<file path="src/rtl/alu_ctrl_pkg.sv">
// rtl/alu_ctrl_pkg.sv - shared ALU control codes, funct values and FSM/md encodings
// Purpose: constants and enums used by alu_funct_dec, alu_ctrl_seq and their interface.
// Ports: none (package).
package alu_ctrl_pkg;

  // 4-bit ALU control codes driven to the EX-stage ALU
  localparam logic [3:0] ALU_AND  = 4'b0000;
  localparam logic [3:0] ALU_OR   = 4'b0001;
  localparam logic [3:0] ALU_ADD  = 4'b0010;
  localparam logic [3:0] ALU_SRL  = 4'b0011;
  localparam logic [3:0] ALU_XOR  = 4'b0100;
  localparam logic [3:0] ALU_SUB  = 4'b0110;
  localparam logic [3:0] ALU_SLT  = 4'b0111;
  localparam logic [3:0] ALU_SLL  = 4'b1000;
  localparam logic [3:0] ALU_SRA  = 4'b1001;
  localparam logic [3:0] ALU_NOR  = 4'b1100;
  localparam logic [3:0] ALU_SLTU = 4'b1111;

  // MIPS R-type funct field values
  localparam logic [5:0] F_SLL   = 6'b000000;
  localparam logic [5:0] F_SRL   = 6'b000010;
  localparam logic [5:0] F_SRA   = 6'b000011;
  localparam logic [5:0] F_MFHI  = 6'b010000;
  localparam logic [5:0] F_MFLO  = 6'b010010;
  localparam logic [5:0] F_MULT  = 6'b011000;
  localparam logic [5:0] F_MULTU = 6'b011001;
  localparam logic [5:0] F_DIV   = 6'b011010;
  localparam logic [5:0] F_DIVU  = 6'b011011;
  localparam logic [5:0] F_ADD   = 6'b100000;
  localparam logic [5:0] F_ADDU  = 6'b100001;
  localparam logic [5:0] F_SUB   = 6'b100010;
  localparam logic [5:0] F_SUBU  = 6'b100011;
  localparam logic [5:0] F_AND   = 6'b100100;
  localparam logic [5:0] F_OR    = 6'b100101;
  localparam logic [5:0] F_XOR   = 6'b100110;
  localparam logic [5:0] F_NOR   = 6'b100111;
  localparam logic [5:0] F_SLT   = 6'b101010;
  localparam logic [5:0] F_SLTU  = 6'b101011;

  typedef enum logic [1:0] {
    AOP_ADD   = 2'b00,
    AOP_SUB   = 2'b01,
    AOP_RTYPE = 2'b10,
    AOP_OR    = 2'b11
  } aluop_e;

  typedef enum logic [1:0] {
    ST_IDLE = 2'b00,
    ST_RUN  = 2'b01,
    ST_DONE = 2'b10
  } state_e;

  // Matches funct[1:0] of the 0110xx group so the decoder can take it directly
  typedef enum logic [1:0] {
    MD_MULT  = 2'b00,
    MD_MULTU = 2'b01,
    MD_DIV   = 2'b10,
    MD_DIVU  = 2'b11
  } md_op_e;

endpackage

</file>
<file path="src/rtl/alu_ctrl_seq_if.sv">
// rtl/alu_ctrl_seq_if.sv - ID/EX to ALU-control bus with mult/div sequencing strobes
// Purpose: bundles the instruction handshake, decoded outputs and HI/LO datapath strobes.
// Signals: flush, valid_in, aluop[1:0], funct[5:0] (from ID/EX); ready, gout[GOUT_W-1:0],
//   gout_vld, illegal, md_start, md_step, md_op[1:0], busy, hilo_we (from alu_ctrl_seq).
interface alu_ctrl_seq_if #(
  parameter int GOUT_W = 4
) ();
  logic              flush;
  logic              valid_in;
  logic              ready;
  logic [1:0]        aluop;
  logic [5:0]        funct;
  logic [GOUT_W-1:0] gout;
  logic              gout_vld;
  logic              illegal;
  logic              md_start;
  logic              md_step;
  logic [1:0]        md_op;
  logic              busy;
  logic              hilo_we;

  modport master (
    output flush, valid_in, aluop, funct,
    input  ready, gout, gout_vld, illegal, md_start, md_step, md_op, busy, hilo_we
  );

  modport slave (
    input  flush, valid_in, aluop, funct,
    output ready, gout, gout_vld, illegal, md_start, md_step, md_op, busy, hilo_we
  );
endinterface

</file>
<file path="src/rtl/alu_funct_dec.sv">
// rtl/alu_funct_dec.sv - combinational aluop/funct decoder
// Purpose: maps aluop and funct to a 4-bit ALU code, mult/div flag, md op and illegal flag.
// Ports: i_aluop[1:0], i_funct[5:0] in; o_code[3:0], o_is_md, o_md_op, o_illegal out.
module alu_funct_dec
  import alu_ctrl_pkg::*;
#(
  parameter bit ENABLE_MD = 1'b1
) (
  input  logic [1:0] i_aluop,
  input  logic [5:0] i_funct,
  output logic [3:0] o_code,
  output logic       o_is_md,
  output md_op_e     o_md_op,
  output logic       o_illegal
);

  always_comb begin
    o_code    = ALU_ADD;
    o_is_md   = 1'b0;
    o_md_op   = MD_MULT;
    o_illegal = 1'b0;
    case (aluop_e'(i_aluop))
      AOP_ADD: o_code = ALU_ADD;
      AOP_SUB: o_code = ALU_SUB;
      AOP_OR:  o_code = ALU_OR;
      AOP_RTYPE: begin
        case (i_funct)
          F_ADD, F_ADDU:  o_code = ALU_ADD;
          F_SUB, F_SUBU:  o_code = ALU_SUB;
          F_AND:          o_code = ALU_AND;
          F_OR:           o_code = ALU_OR;
          F_XOR:          o_code = ALU_XOR;
          F_NOR:          o_code = ALU_NOR;
          F_SLT:          o_code = ALU_SLT;
          F_SLTU:         o_code = ALU_SLTU;
          F_SLL:          o_code = ALU_SLL;
          F_SRL:          o_code = ALU_SRL;
          F_SRA:          o_code = ALU_SRA;
          // mfhi/mflo route HI/LO through the ALU as a pass-through add
          F_MFHI, F_MFLO: o_code = ALU_ADD;
          F_MULT, F_MULTU, F_DIV, F_DIVU: begin
            // the ALU itself sees an add while the HI/LO unit does the real work
            if (ENABLE_MD) begin
              o_is_md = 1'b1;
              o_md_op = md_op_e'(i_funct[1:0]);
            end else begin
              o_illegal = 1'b1;
            end
          end
          default:        o_illegal = 1'b1;
        endcase
      end
      default: o_code = ALU_ADD;
    endcase
  end

endmodule

</file>
<file path="src/rtl/alu_ctrl_seq.sv">
// rtl/alu_ctrl_seq.sv - registered ALU control decoder with mult/div sequencer
// Purpose: registers the decoded ALU control for EX and runs the IDLE/RUN/DONE sequence
//   that strobes the iterative HI/LO unit for mult/multu/div/divu.
// Ports: clk, rst_n (async active-low); bus (alu_ctrl_seq_if.slave) carrying
//   flush/valid_in/aluop/funct in and ready/gout/gout_vld/illegal/md_*/busy/hilo_we out.
module alu_ctrl_seq
  import alu_ctrl_pkg::*;
#(
  parameter int GOUT_W    = 4,
  parameter int MD_CYCLES = 32,
  parameter bit ENABLE_MD = 1'b1
) (
  input logic           clk,
  input logic           rst_n,
  alu_ctrl_seq_if.slave bus
);

  localparam int CNT_W = (MD_CYCLES > 1) ? $clog2(MD_CYCLES) : 1;
  localparam logic [CNT_W-1:0] CNT_LOAD = CNT_W'(MD_CYCLES - 1);

  state_e            r_state;
  state_e            w_state_nxt;
  logic [CNT_W-1:0]  r_cnt;
  logic [CNT_W-1:0]  w_cnt_nxt;
  logic [GOUT_W-1:0] r_gout;
  logic              r_gout_vld;
  logic              r_illegal;
  logic              r_md_start;
  md_op_e            r_md_op;

  logic [3:0]        w_code;
  logic              w_is_md;
  md_op_e            w_md_op;
  logic              w_dec_illegal;
  logic              w_ready;
  logic              w_accept;
  logic              w_md_accept;

  alu_funct_dec #(
    .ENABLE_MD (ENABLE_MD)
  ) u_dec (
    .i_aluop   (bus.aluop),
    .i_funct   (bus.funct),
    .o_code    (w_code),
    .o_is_md   (w_is_md),
    .o_md_op   (w_md_op),
    .o_illegal (w_dec_illegal)
  );

  assign w_ready     = (r_state == ST_IDLE);
  assign w_accept    = bus.valid_in & w_ready & ~bus.flush;
  assign w_md_accept = w_accept & w_is_md;

  always_ff @(posedge clk or negedge rst_n) begin
    if (!rst_n) begin
      r_state <= ST_IDLE;
      r_cnt   <= '0;
    end else begin
      r_state <= w_state_nxt;
      r_cnt   <= w_cnt_nxt;
    end
  end

  always_comb begin
    w_state_nxt = r_state;
    w_cnt_nxt   = r_cnt;
    if (bus.flush) begin
      w_state_nxt = ST_IDLE;
    end else begin
      case (r_state)
        ST_IDLE: begin
          if (w_md_accept) begin
            w_state_nxt = ST_RUN;
            w_cnt_nxt   = CNT_LOAD;
          end
        end
        ST_RUN: begin
          // counter is reloaded on every RUN entry, so the decrement never wraps
          if (r_cnt == '0) begin
            w_state_nxt = ST_DONE;
          end else begin
            w_cnt_nxt = r_cnt - 1'b1;
          end
        end
        ST_DONE: w_state_nxt = ST_IDLE;
        default: w_state_nxt = ST_IDLE;
      endcase
    end
  end

  always_ff @(posedge clk or negedge rst_n) begin
    if (!rst_n) begin
      r_gout     <= '0;
      r_gout_vld <= 1'b0;
      r_illegal  <= 1'b0;
      r_md_start <= 1'b0;
      r_md_op    <= MD_MULT;
    end else begin
      // w_accept already excludes flush, so flush clears these pulses too
      r_gout_vld <= w_accept;
      r_illegal  <= w_accept & w_dec_illegal;
      r_md_start <= w_md_accept;
      if (w_accept) begin
        r_gout <= GOUT_W'(w_code);
      end
      if (w_md_accept) begin
        r_md_op <= w_md_op;
      end
    end
  end

  assign bus.ready    = w_ready;
  assign bus.gout     = r_gout;
  assign bus.gout_vld = r_gout_vld;
  assign bus.illegal  = r_illegal;
  assign bus.md_start = r_md_start;
  assign bus.md_op    = r_md_op;
  assign bus.busy     = (r_state != ST_IDLE);
  assign bus.md_step  = (r_state == ST_RUN);
  // a flush arriving in DONE aborts the op, so the HI/LO write must not land
  assign bus.hilo_we  = (r_state == ST_DONE) & ~bus.flush;

endmodule

</file>
<file path="src/flat_wrapper.sv">
// flat-port wrapper written by rule: the top's interface ports become plain ports
module alu_ctrl_seq_flat import alu_ctrl_pkg::*;
#(
  parameter int GOUT_W    = 4,
  parameter int MD_CYCLES = 32,
  parameter bit ENABLE_MD = 1'b1
)
  (clk, rst_n, bus_flush, bus_valid_in, bus_aluop, bus_funct, bus_ready, bus_gout, bus_gout_vld, bus_illegal, bus_md_start, bus_md_step, bus_md_op, bus_busy, bus_hilo_we);
  alu_ctrl_seq_if #(.GOUT_W(GOUT_W)) bus_i ();
  input logic clk;
  input logic rst_n;
  input wire logic [$bits(bus_i.flush)-1:0] bus_flush;
  input wire logic [$bits(bus_i.valid_in)-1:0] bus_valid_in;
  input wire logic [$bits(bus_i.aluop)-1:0] bus_aluop;
  input wire logic [$bits(bus_i.funct)-1:0] bus_funct;
  output wire logic [$bits(bus_i.ready)-1:0] bus_ready;
  output wire logic [$bits(bus_i.gout)-1:0] bus_gout;
  output wire logic [$bits(bus_i.gout_vld)-1:0] bus_gout_vld;
  output wire logic [$bits(bus_i.illegal)-1:0] bus_illegal;
  output wire logic [$bits(bus_i.md_start)-1:0] bus_md_start;
  output wire logic [$bits(bus_i.md_step)-1:0] bus_md_step;
  output wire logic [$bits(bus_i.md_op)-1:0] bus_md_op;
  output wire logic [$bits(bus_i.busy)-1:0] bus_busy;
  output wire logic [$bits(bus_i.hilo_we)-1:0] bus_hilo_we;
  assign bus_i.flush = bus_flush;
  assign bus_i.valid_in = bus_valid_in;
  assign bus_i.aluop = bus_aluop;
  assign bus_i.funct = bus_funct;
  assign bus_ready = bus_i.ready;
  assign bus_gout = bus_i.gout;
  assign bus_gout_vld = bus_i.gout_vld;
  assign bus_illegal = bus_i.illegal;
  assign bus_md_start = bus_i.md_start;
  assign bus_md_step = bus_i.md_step;
  assign bus_md_op = bus_i.md_op;
  assign bus_busy = bus_i.busy;
  assign bus_hilo_we = bus_i.hilo_we;
  alu_ctrl_seq #(.GOUT_W(GOUT_W), .MD_CYCLES(MD_CYCLES), .ENABLE_MD(ENABLE_MD)) u_core (.clk(clk), .rst_n(rst_n), .bus(bus_i));
endmodule
</file>
<file path="config.mk">
export PLATFORM = sky130hd
export DESIGN_NAME = alu_ctrl_seq_flat
export DESIGN_NICKNAME = d
export VERILOG_FILES = /design/src/rtl/alu_ctrl_pkg.sv /design/src/rtl/alu_ctrl_seq_if.sv /design/src/rtl/alu_funct_dec.sv /design/src/rtl/alu_ctrl_seq.sv /design/src/flat_wrapper.sv
export SDC_FILE = /design/constraint.sdc
export NUM_CORES = 1
export LEC_CHECK = 0
export CAP_MARGIN = 20
export CORE_MARGIN = 3
export CORE_UTILIZATION = 47
export DETAILED_ROUTE_END_ITERATION = 10
export GPL_ROUTABILITY_DRIVEN = 0
export MAX_ROUTING_LAYER = met4
export PLACE_DENSITY_LB_ADDON = 0.2
export SETUP_SLACK_MARGIN = 0.4
export SKIP_LAST_GASP = 1
export SLEW_MARGIN = 15
export SYNTH_ARGS = -nofsm -noshare
export SYNTH_HDL_FRONTEND = slang
export SYNTH_HIERARCHICAL = 1
export SYNTH_SLANG_ARGS = --single-unit
</file>
<file path="constraint.sdc">
create_clock -name clk -period 2.1 [get_ports clk]
set_input_delay 0.63 -clock clk [delete_from_list [all_inputs] [get_ports clk]]
set_output_delay 0.63 -clock clk [all_outputs]
set_load 0.005 [all_outputs]
</file>
==> results.tsv <==
metric	value	unit
final_layout_size_suffix_gt1_share	45.5	%
die_w	50.5	µm
finalSetupViolCount	0	
hold_viol	0	
ff2ff_setup_slack	0.44	ns
hold_buffers	0	
ios	25	
finalCriticalPeriod	1.80	ns
drt-total-wl	2.79	mm
grt_max_degree	17	
setup_tns	0	ns
antenna_found_initial	0	
grt_first_pass_wirelength	4.20	mm
p_leak	0.733	nW
finalPower	0.723	mW
fp.dieH	50.5	µm
clk_pin_slew	0.08	ns
slowest_stage	dfrtp_2	
end_kind	primary output	
tritoncts	yes	
p_clk_share	29.3	%
worstMarginPinSlew	0.317	ns
rows	15	
wl_per_cell	16.6	µm
clkLatencyLatePin	0.31	ns
syn_avg_cell_area	10.2	µm²
cts_buffer_depth	2	
sw_frac_of_total	27.9	%
max_freq	557	MHz
cts_sinks	16	
ys_warn_count	6	
outcome	finished clean	
path_cells	buf_6, nor3b_2, buf_2	
antenna_cells	0	
first_pass_iters	4	
drt-vias-per-instance	5.53	
final_cells	168	
slew_headroom	78.8	%
grt_overflow	0	
maxSlewViolCount	0	
synth_seq_cells	16	
cp.required	1.47	ns
cp_data_arrival_time	1.17	ns
peakVddDrop	0.460	mV
initialDrtViolationCount	29	
combPwrFrac	21.6	%
core_area	0.00180	mm²
pre_cts_ws	-0.338	ns
start_util	51.7	%
die_area	0.00255	mm²
syn-num-nets	104	
syn2layout_area_growth	60.6	%
synth_seq_area_share	43.0	%
fin_worst_skew	0.00964	ns
maxCapViolCount	0	
ant_nets	0	
cts_root_buf	clkbuf_4	
fin_crit_sh	85.5	%
path_class	flop to primary output	
num_vias	929	
ys_types	35	
place_area	0.00132	mm²
drc	0	
nNetsFinal	157	
setup_ws	0.304	ns
rsz0062_at_grt	true	
post-route-util	83.0	%
power.switching	0.202	mW
cp_max_fo	5	
syn_inst	91	
portBuffers	24	
p_int	0.521	mW
postLayoutCellArea	0.00150	mm²
numCtsBuffers	3	
htreeDepth	1	
synth_area	931	µm²
max_stage_delay	0.45	ns
dp_hpwl	1.67	mm
grt_pass1_vias	885	
placedCellCount	152	
cp-start-kind	flop	
p_per_area	484	mW/mm²
gr-usage-all-layers	22.8	%
holdWs	0.513	ns
hold_class	flop to flop	
power_frac_seq	49.1	%
==> power by group through the flow <==
stage | Clock, mW | Sequential (mW) | Combinational (mW)
floorplan | 0 | 0.352 | 0.0622
global placement | 0 | 0.353 | 0.144
detailed placement | 0 | 0.355 | 0.149
CTS | 0.212 | 0.350 | 0.143
global route | 0.229 | 0.359 | 0.170
finish | 0.212 | 0.355 | 0.156
==> logic make-up (layout without fill, tap and decap cells) <==
kind of cell | Yosys count | after routing | synth area share [%]
AO/OA/AOI/OAI | 23 | 23 | 17.1
XOR/XNOR | 2 | 2 | 1.88
adder cells (fa/ha/maj) | 1 | 1 | 1.34
buffers and inverters | 9 | 61 | 4.57
flip-flops | 16 | 16 | 43.0
multiplexers | 6 | 6 | 8.06
AND/OR/NAND/NOR | 34 | 34 | 24.1
==> what timing repair did <==
item	CTS	global route
resized for setup	55	20
endpoints found under the setup margin	25	14
setup buffers	7	5
pin swaps	7	8
==> synth_stat cells (all sizes together) <==
cell type | n | area share (%)
a211oi | 2 | 1.6
nor3 | 4 | 2.2
and2 | 3 | 2.0
inv | 7 | 2.8
and4b | 1 | 1.1
ha | 1 | 1.3
dfrtp | 16 | 43
or2 | 2 | 1.6
xor2 | 1 | 0.94
o21ai | 5 | 2.7
nor2b | 1 | 0.67
mux2 | 6 | 8.1
a31oi | 6 | 4.0
nand3 | 1 | 0.54
o31a | 1 | 0.94
buf | 2 | 1.7
and4 | 1 | 0.94
nor4b | 1 | 0.94
nand3b | 2 | 1.6
o22ai | 1 | 0.67
a311oi | 1 | 2.8
xnor2 | 1 | 0.94
a21o | 1 | 0.81
nor3b | 4 | 4.4
o21a | 1 | 0.81
nand2b | 3 | 2.0
nor2 | 4 | 2.4
a21oi | 5 | 2.7
nand2 | 7 | 3.6
==> state kept, by name (all words and copies together), names as in the netlist <==
name and cells:
u_core/bus.gout 4, u_core/bus.gout_vld 1, u_core/bus.illegal 1, u_core/bus.md_op 2, u_core/bus.md_start 1, u_core/r_cnt 5, u_core/r_state 2
==> layout by cell type, fill, tap and decap left out, types with 3 or more instances in the layout <==
cell            n
dfrtp_1        15
buf_4          20
nand2_1         5
nor3_1          4
a31oi_1         6
inv_1           5
nand2b_1        3
dlygate4sd2_1  13
buf_6           8
o21ai_0         5
a21oi_1         3
clkbuf_4        3
mux2_2          4
==> layer usage <==
layer	up-vias	GRT usage, %	wire, µm
met5	-	-	0
met4	0	8.52	61
met3	7	7.72	132
met2	39	36.5	1420
met1	453	26.5	1180
li1	430	-	-
==> path summary, 6_finish.rpt <==
path | depth (start not counted) | startpoint | endpoint
max | 3 | u_core/r_state[0]$_DFFE_PN0P_ | bus_hilo_we
min | 1 | u_core/bus.gout[1]$_DFFE_PN0N_ | u_core/bus.gout[1]$_DFFE_PN0N_
max reg2reg | 6 | u_core/r_state[0]$_DFFE_PN0P_ | u_core/bus.md_op[0]$_DFFE_PN0P_
min reg2reg | 1 | u_core/bus.gout[1]$_DFFE_PN0N_ | u_core/bus.gout[1]$_DFFE_PN0N_
max in group asynchronous | 2 | rst_n | u_core/r_state[0]$_DFFE_PN0P_
min in group asynchronous | 2 | rst_n | u_core/bus.md_op[0]$_DFFE_PN0P_
==> worst max-delay path: cells and delay by family, from the launching register on <==
kind                   cells  cell delay, ns
buffers and inverters      2            0.27
and+or+nand+nor            1            0.15
DFF                        1            0.45
==> layout make-up <==
class | count | area (µm²)
Clock buffer | 4 | 36.3
Fill cell | 98 | 307
Inverter | 7 | 26.3
Multi-Input combinational cell | 66 | 559
Sequential cell | 16 | 402
Tap cell | 25 | 31.3
Timing Repair Buffer | 50 | 440
(Power assumes the default switching activity.)
